==> src/rtl/sleepy_host_pkg.sv <==
// sleepy_host_pkg: FSM states, frame geometry and frame packing for sleepy_spi_host
package sleepy_host_pkg;
  typedef enum logic [2:0] {IDLE, SETUP, SHIFT_LO, SHIFT_HI, HOLD, DONE} state_t;
  localparam int FRAME_BITS = 16;
  localparam int RW_POS = 15;
  localparam int ADDR_HI = 14;
  localparam int ADDR_LO = 8;
  localparam int DATA_HI = 7;
  localparam int DATA_LO = 0;
  function automatic logic [FRAME_BITS-1:0] make_frame(input logic rw, input logic [6:0] addr, input logic [7:0] data);
    logic [FRAME_BITS-1:0] f;
    f = '0;
    f[RW_POS] = rw;
    f[ADDR_HI:ADDR_LO] = addr;
    f[DATA_HI:DATA_LO] = data;
    return f;
  endfunction
endpackage

==> src/rtl/sleepy_clk_div.sv <==
// sleepy_clk_div: restartable divider giving a one-cycle tick every CLK_DIV clocks
module sleepy_clk_div #(
  parameter int CLK_DIV = 4
) (
  input  logic clk,
  input  logic rst,
  input  logic restart,
  output logic tick
);
  localparam logic [7:0] LAST = 8'(CLK_DIV - 1);
  logic [7:0] cnt;
  assign tick = cnt == LAST;
  always_ff @(posedge clk)
    cnt <= (rst || restart || tick) ? 8'd0 : cnt + 8'd1;
endmodule

==> src/rtl/sleepy_spi_host.sv <==
// sleepy_spi_host: SPI mode-0 register-frame host; SLEEPY_HOST_READBACK_EN enables MISO capture into rsp_data
module sleepy_spi_host #(
  parameter int CLK_DIV    = 4,
  parameter int FRAME_BITS = 16
) (
  input  logic       clk,
  input  logic       rst,
  input  logic       req_valid,
  output logic       req_ready,
  input  logic       req_write,
  input  logic [6:0] req_addr,
  input  logic [7:0] req_data,
  output logic       rsp_valid,
  output logic [7:0] rsp_data,
  output logic       spi_sclk,
  output logic       spi_cs_n,
  output logic       spi_mosi,
  input  logic       spi_miso
);
  import sleepy_host_pkg::*;
  state_t                state;
  logic [3:0]            bit_cnt;
  logic [FRAME_BITS-1:0] shreg;
  logic                  tick;
`ifdef SLEEPY_HOST_READBACK_EN
  logic [7:0]            rx;
`else
  logic                  unused_miso;
  assign unused_miso = spi_miso;
`endif
  sleepy_clk_div #(.CLK_DIV(CLK_DIV)) u_div (
    .clk(clk),
    .rst(rst),
    .restart(state == IDLE),
    .tick(tick)
  );
  always_ff @(posedge clk) begin
    if (rst) begin
      state     <= IDLE;
      spi_cs_n  <= 1'b1;
      spi_sclk  <= 1'b0;
      spi_mosi  <= 1'b0;
      rsp_valid <= 1'b0;
      rsp_data  <= 8'd0;
      req_ready <= 1'b0;
      bit_cnt   <= 4'd0;
      shreg     <= '0;
`ifdef SLEEPY_HOST_READBACK_EN
      rx        <= 8'd0;
`endif
    end else begin
      rsp_valid <= 1'b0;
      case (state)
        IDLE:
          if (req_valid && req_ready) begin
            state     <= SETUP;
            spi_cs_n  <= 1'b0;
            req_ready <= 1'b0;
            bit_cnt   <= 4'd0;
            shreg     <= make_frame(req_write, req_addr, req_data);
          end else
            req_ready <= 1'b1;
        SETUP:
          if (tick) begin
            state    <= SHIFT_LO;
            spi_mosi <= shreg[FRAME_BITS-1];
            shreg    <= shreg << 1;
          end
        SHIFT_LO:
          if (tick) begin
            state    <= SHIFT_HI;
            spi_sclk <= 1'b1;
`ifdef SLEEPY_HOST_READBACK_EN
            if (bit_cnt[3])
              rx <= {rx[6:0], spi_miso};
`endif
          end
        SHIFT_HI:
          if (tick) begin
            spi_sclk <= 1'b0;
            if (bit_cnt == 4'(FRAME_BITS - 1)) begin
              state    <= HOLD;
              spi_mosi <= 1'b0;
            end else begin
              state    <= SHIFT_LO;
              bit_cnt  <= bit_cnt + 4'd1;
              spi_mosi <= shreg[FRAME_BITS-1];
              shreg    <= shreg << 1;
            end
          end
        HOLD:
          if (tick) begin
            state     <= DONE;
            spi_cs_n  <= 1'b1;
            rsp_valid <= 1'b1;
`ifdef SLEEPY_HOST_READBACK_EN
            rsp_data  <= rx;
`endif
          end
        DONE: begin
          state     <= IDLE;
          req_ready <= 1'b1;
        end
        default: state <= IDLE;
      endcase
    end
  end
endmodule

==> config.mk <==
export PLATFORM = sky130hd
export DESIGN_NAME = sleepy_spi_host
export DESIGN_NICKNAME = d
export VERILOG_FILES = /design/src/rtl/sleepy_host_pkg.sv /design/src/rtl/sleepy_clk_div.sv /design/src/rtl/sleepy_spi_host.sv
export SDC_FILE = /design/constraint.sdc
export NUM_CORES = 1
export LEC_CHECK = 0
export ABC_CLOCK_PERIOD_IN_PS = 6200
export CAP_MARGIN = 20
export CORE_MARGIN = 3
export CORE_UTILIZATION = 45
export CTS_BUF_LIST = sky130_fd_sc_hd__clkbuf_4
export CTS_CLUSTER_SIZE = 28
export DETAILED_ROUTE_END_ITERATION = 16
export PLACE_DENSITY = 0.73
export SLEW_MARGIN = 5
export SYNTH_ARGS = -nofsm -noshare
export SYNTH_HDL_FRONTEND = slang
export SYNTH_HIERARCHICAL = 1
export SYNTH_SLANG_ARGS = --single-unit
==> constraint.sdc <==
create_clock -name clk -period 6.2 [get_ports clk]
set_input_delay 1.24 -clock clk [delete_from_list [all_inputs] [get_ports clk]]
set_output_delay 1.24 -clock clk [all_outputs]
set_load 0.01 [all_outputs]
# --- Word level (Yosys, flattened, before mapping) ---
# Cells that the tools add are included.
word_totals:
  reg_bits: 36
  in_bits: 20
op_classes:
  n_reduce_logical: 17
  eq_ne: 13
  n_mux: 28
  n_bitwise: 1
  n_addsub: 2
ops:
  columns: ["op", "n"]
  rows:
  - ["two-way mux 16 bit", 4]
  - ["one-hot mux 16 bit (3 select lines)", 1]
  - ["two-way mux 3 bit", 6]
  - ["one-hot mux 3 bit (5 select lines)", 1]
  - ["two-way mux 4 bit", 3]
  - ["AND reduction 5 bit", 2]
  - ["nonzero test 2 bit", 5]
  - ["AND reduction 3 bit", 3]
  - ["adder 8 x 1 -> 8 bit, second input constant", 1]
  - ["== test 8 x 2 -> 1 bit, second input constant", 1]
  - ["two-way mux 1 bit", 8]
  - ["inequality test 2 x 1 -> 1 bit, second input constant", 4]
  - ["one-hot mux 1 bit (2 select lines)", 4]
  - ["one-hot mux 4 bit (2 select lines)", 1]
  - ["== test 3 x 2 -> 1 bit, second input constant", 2]
  - ["== test 3 bit, second input constant", 2]
  - ["adder 4 x 1 -> 4 bit, second input constant", 1]
  - ["== test 4 bit, second input constant", 1]
  - ["inequality test 2 bit, second input constant", 2]
  - ["AND reduction 4 bit", 1]
  - ["== test 3 x 1 -> 1 bit, second input constant", 1]
  - ["logical NOT 3 bit", 1]
  - ["nonzero test 3 bit", 1]
  - ["logical OR 1 bit", 2]
  - ["other kinds (3)", 3]

# --- Longest topological paths before layout ---
logic_depth:
  word_depth: 4
  mapped_depth: 11

# --- Modules after synthesis ---
# Netlist, hierarchy kept.
modules_own_cells:
  columns: ["mod", "seq_area_each_um2", "area_per_inst_um2", "cells_each", "instances"]
  rows:
  - ["sleepy_spi_host", 560.5, 1536.5, 160, 1]
  - ["sleepy_clk_div", 160.2, 362.8, 38, 1]

# --- Worst setup path after synthesis ---
# No wires, ideal clock.
synth_path:
  path_kind: "register -> register"
  startpoint: "reg u_div.cnt[0]"
  endpoint: "reg shreg[10]"
  path_stages_with_launch: 12
  t_arrival_ns: 2.377
  synth_period_minus_slack_ns: 2.462
  n_path_buf: 4
  slack_ns: 3.738
  path_cell_list: "dfxtp_1 -> ha_1 -> or4b_4 -> nor4_1 -> buf_4 -> nand2_1 -> a211o_1 -> buf_6 -> and2_4 -> buf_6 -> buf_6 -> o31ai_2"
synth_via:
  elab_chain_len: 3
synth_rtl:
  columns: ["element", "line_no", "source"]
  rows:
  - ["start, declared", "sleepy_clk_div.sv:11", "logic [7:0] cnt;"]
  - ["start signal, assigned", "sleepy_clk_div.sv:14", "cnt <= (rst || restart || tick) ? 8'd0 : cnt + 8'd1;"]
  - ["== test 8 x 2 -> 1 bit (*)", "sleepy_clk_div.sv:12", "assign tick = cnt == LAST;"]
  - ["via tick", "sleepy_spi_host.sv:24", "logic tick;"]
  - ["inequality test 2 x 1 -> 1 bit (no source line)", null, null]
  - ["AND reduction 5 bit (no source line) (*)", null, null]
  - ["end signal, assigned", "sleepy_spi_host.sv:60", "shreg <= make_frame(req_write, req_addr, req_data);"]
  - ["end signal, assigned", "sleepy_spi_host.sv:67", "shreg <= shreg << 1;"]
  - ["end signal, assigned", "sleepy_spi_host.sv:88", "shreg <= shreg << 1;"]
  - ["end, declared", "sleepy_spi_host.sv:23", "logic [FRAME_BITS-1:0] shreg;"]
# The timed path passes the listed nets; every way through them passes the cells marked *.
# A chain may end at the register's enable or synchronous reset.

# --- Worst setup path after layout ---
layout_path:
  startpoint: "in req_valid"
  endpoint: "reg shreg[0]"
layout_via:
  elab_chain_len: 3
layout_rtl:
  columns: ["element", "line_no", "source"]
  rows:
  - ["start, declared", "sleepy_spi_host.sv:8", "input logic req_valid,"]
  - ["logical AND 1 bit", "sleepy_spi_host.sv:55", "if (req_valid && req_ready) begin"]
  - ["inequality test 2 bit (no source line)", null, null]
  - ["AND reduction 5 bit (no source line)", null, null]
# No other way between the ends.

==> results.md <==
* Post-CTS setup repair buffer count at 0
* Commonest non-fill, non-tap cell in the layout: dfxtp_1
* HP Class: reg -> reg
* CTS Root Cell: clkbuf_4
* Synth cell types at 45
* # setup viols final at 0
* Max-slew headroom at 40.8%
* Sequential area share after synthesis at 37.9%
* Port bufs at 23
* Post-synthesis async set-or-reset flop share at 0%
* Clk slew on worst S/H paths at 0.10 ns
* Synth Register Bits at 36
* Worst VDD drop at 0.0930 mV
* CTS Sinks at 36
* Synth warn at 6
* Largest net degree at the start of global routing at 41
* Crit start category: primary input
* Leakage at 0.823 nW
* Tcrit/Tclk final at 44.5%
* Ports at 33
* Inserted Clock Buffers at 5
* Initial antenna violation count at 0
* Clock Path Buffers at 2
* Die H at 71.0 µm
* Worst slew pin tran at 0.888 ns
* Max-slew violations at 0
* Status: complete, no violations
* Fmax at 363 MHz
* Grt ovf at 0
* Post-DRT Antenna Nets at 0
* Starting Density at 49.3%
* Syn Inst Count at 198
* Hold-fix buffers, CTS at 0
* Pwr per Cell Area at 203 nW/µm²
* Crit path largest cell delay at 0.54 ns
* RSZ-0062 raised after global routing: no
* Avg Inst Size Synth at 9.59 µm²
* Kind of critical path: in -> reg
* Fin crit period at 2.76 ns
* CTS tree: built
* Worst Skew at 0.00986 ns
* Max Cap Viol at 0
* DRC viols at 0
* Post-synth EDFFs at 0
* CP max-delay cell: a211o_1
* DR vias/cell at 5.53
* Worst setup margin at 3.44 ns
* Layout cells sized above 1 at 11.7%
* CP max FO at 18
* Die footprint at 5040 µm²
* Post-Synthesis Cell Area at 1900 µm²
* Gpl congestion at 0.743
* Post-cts sizing count at 0
* First-pass GRT wire length at 6170 µm
* Vias in the first global route at 1355
* Die Wd at 71.0 µm
* Area grow syn2layout at 12.3%
* Core footprint at 3850 µm²
* WP data required at 6.48 ns
* H-tree levels at 2
* Top_reg_cell synth: dfxtp_1
* Final Hold Fails at 0
* DR iter-0 viols at 140
* Worst Setup End Kind: flip-flop
* Most frequent cells in the layout: 36 x dfxtp_1, 23 x clkdlybuf4s50_1, 16 x nor2_1, 16 x mux2i_1, 14 x nand4b_1
* Detailed placer's ending HPWL at 2380 µm
* Worst path cell trace: clkdlybuf4s50_1, nand3b_1, a211o_1, or3b_2, a21oi_1
* Setup Slack @ Placement at 3.09 ns
* DRT Pass-1 Iters at 4
* Antenna cells at 0
* WL final at 3540 µm
* Site Rows at 22
* Setup Total Neg Slack at 0 ns
* Final #Nets at 237
* WP data arrival at 3.04 ns
* WL per Instance at 13.5 µm
* GRT Overall Usage at 15.0%
* DR vias at 1450
* Worst-Skew Late Latency at 0.34 ns
==> layer usage <==
layer  track usage [%]  part of all wire [%]  vias to the layer above
met4              5.01                   1.4                        0
met1              18.9                    47                      676
met2              24.2                    47                       24
li1                  -                     -                      745
met5                 0                     0                        -
met3              4.83                   4.1                        5
==> sequential cells by signal, summed over array words and instances, names as in the netlist <==
name / count
shreg: 16
u_div/cnt: 8
bit_cnt: 4
state: 3
req_ready: 1
rsp_valid: 1
spi_cs_n: 1
spi_mosi: 1
spi_sclk: 1
==> worst paths after layout <==
kind                      from       end  depth (start not counted)  slack [ns]
setup / recovery     req_valid  shreg[0]                          5        3.44
hold / removal        spi_mosi  spi_mosi                          2        0.46
setup reg to reg  u_div/cnt[0]  shreg[0]                          8        3.45
hold reg to reg       spi_mosi  spi_mosi                          2        0.46
==> metrics by stage <==
step / cells / hold WS, ns / area, µm² / utilization (%) / total power [W]
floorplan: 205 / 0.433 / 1930 / - / 0.000301
global placement: 255 / 0.444 / 2080 / 54.0 / 0.000315
detailed placement: 255 / 0.446 / 2080 / 54.0 / 0.000316
CTS: 262 / 0.463 / 2130 / 55.3 / 0.000439
global route: 262 / 0.492 / 2130 / 55.3 / 0.000453
finish: 262 / 0.459 / 2130 / 55.3 / 0.000433
==> synthesized netlist by cell type (2+ instances only) <==
master / n / share of area (%)
o21ai_0: 4 / 1.1
nand4_1: 2 / 0.66
nand2b_1: 2 / 0.66
clkbuf_1: 8 / 1.6
xor2_1: 2 / 0.92
and4b_1: 2 / 1.1
nor3_1: 5 / 1.3
buf_2: 2 / 0.53
a21oi_1: 10 / 2.6
mux2i_1: 16 / 8.4
o31ai_2: 10 / 6.6
a211o_1: 2 / 0.92
o31ai_1: 4 / 1.6
o21bai_1: 2 / 0.79
nand4b_1: 14 / 6.5
buf_4: 10 / 4.0
xnor2_1: 2 / 0.92
dfxtp_1: 36 / 38
or3_1: 3 / 0.99
buf_6: 3 / 1.8
inv_1: 5 / 0.99
a211oi_1: 2 / 0.79
nand2_1: 7 / 1.4
nor2_1: 16 / 3.2
nand3_1: 7 / 1.8
ha_1: 3 / 2.0
==> final cells by class <==
type / count / area, µm²
timing repair buffer: 25 / 245
fill: 364 / 1720
inverter: 5 / 18.8
tap: 48 / 60.1
sequential: 36 / 721
multi-input combinational: 141 / 1040
clock buffer: 6 / 45.0
clock inverter: 1 / 5.00
==> kinds of logic after synthesis <==
kind of cell               after synthesis  share of synthesized area, %
xor gates and xnor gates                 4                          1.84
muxes                                   16                          8.43
other                                    1                         0.197
and+or+nand+nor                         70                          22.7
buffers and inverters                   28                          8.83
adders and majority gates                3                          1.98
DFF                                     36                          37.9
AOI/OAI and AO/OA                       40                          18.1
==> critical path: cells and delay by family <==
family / cells / cell delay, ns
AND/OR/NAND/NOR: 2 / 0.62
AO/OA/AOI/OAI: 2 / 0.66
buffers and inverters: 1 / 0.52
==> where the power goes <==
part / leakage, nW / internal (W) / switching (W)
Sequential: 0.292 / 0.000240 / 0.00000665
Combinational: 0.499 / 0.0000319 / 0.0000322
Clock: 0.0315 / 0.0000462 / 0.0000765
(Power assumes the default switching activity.)
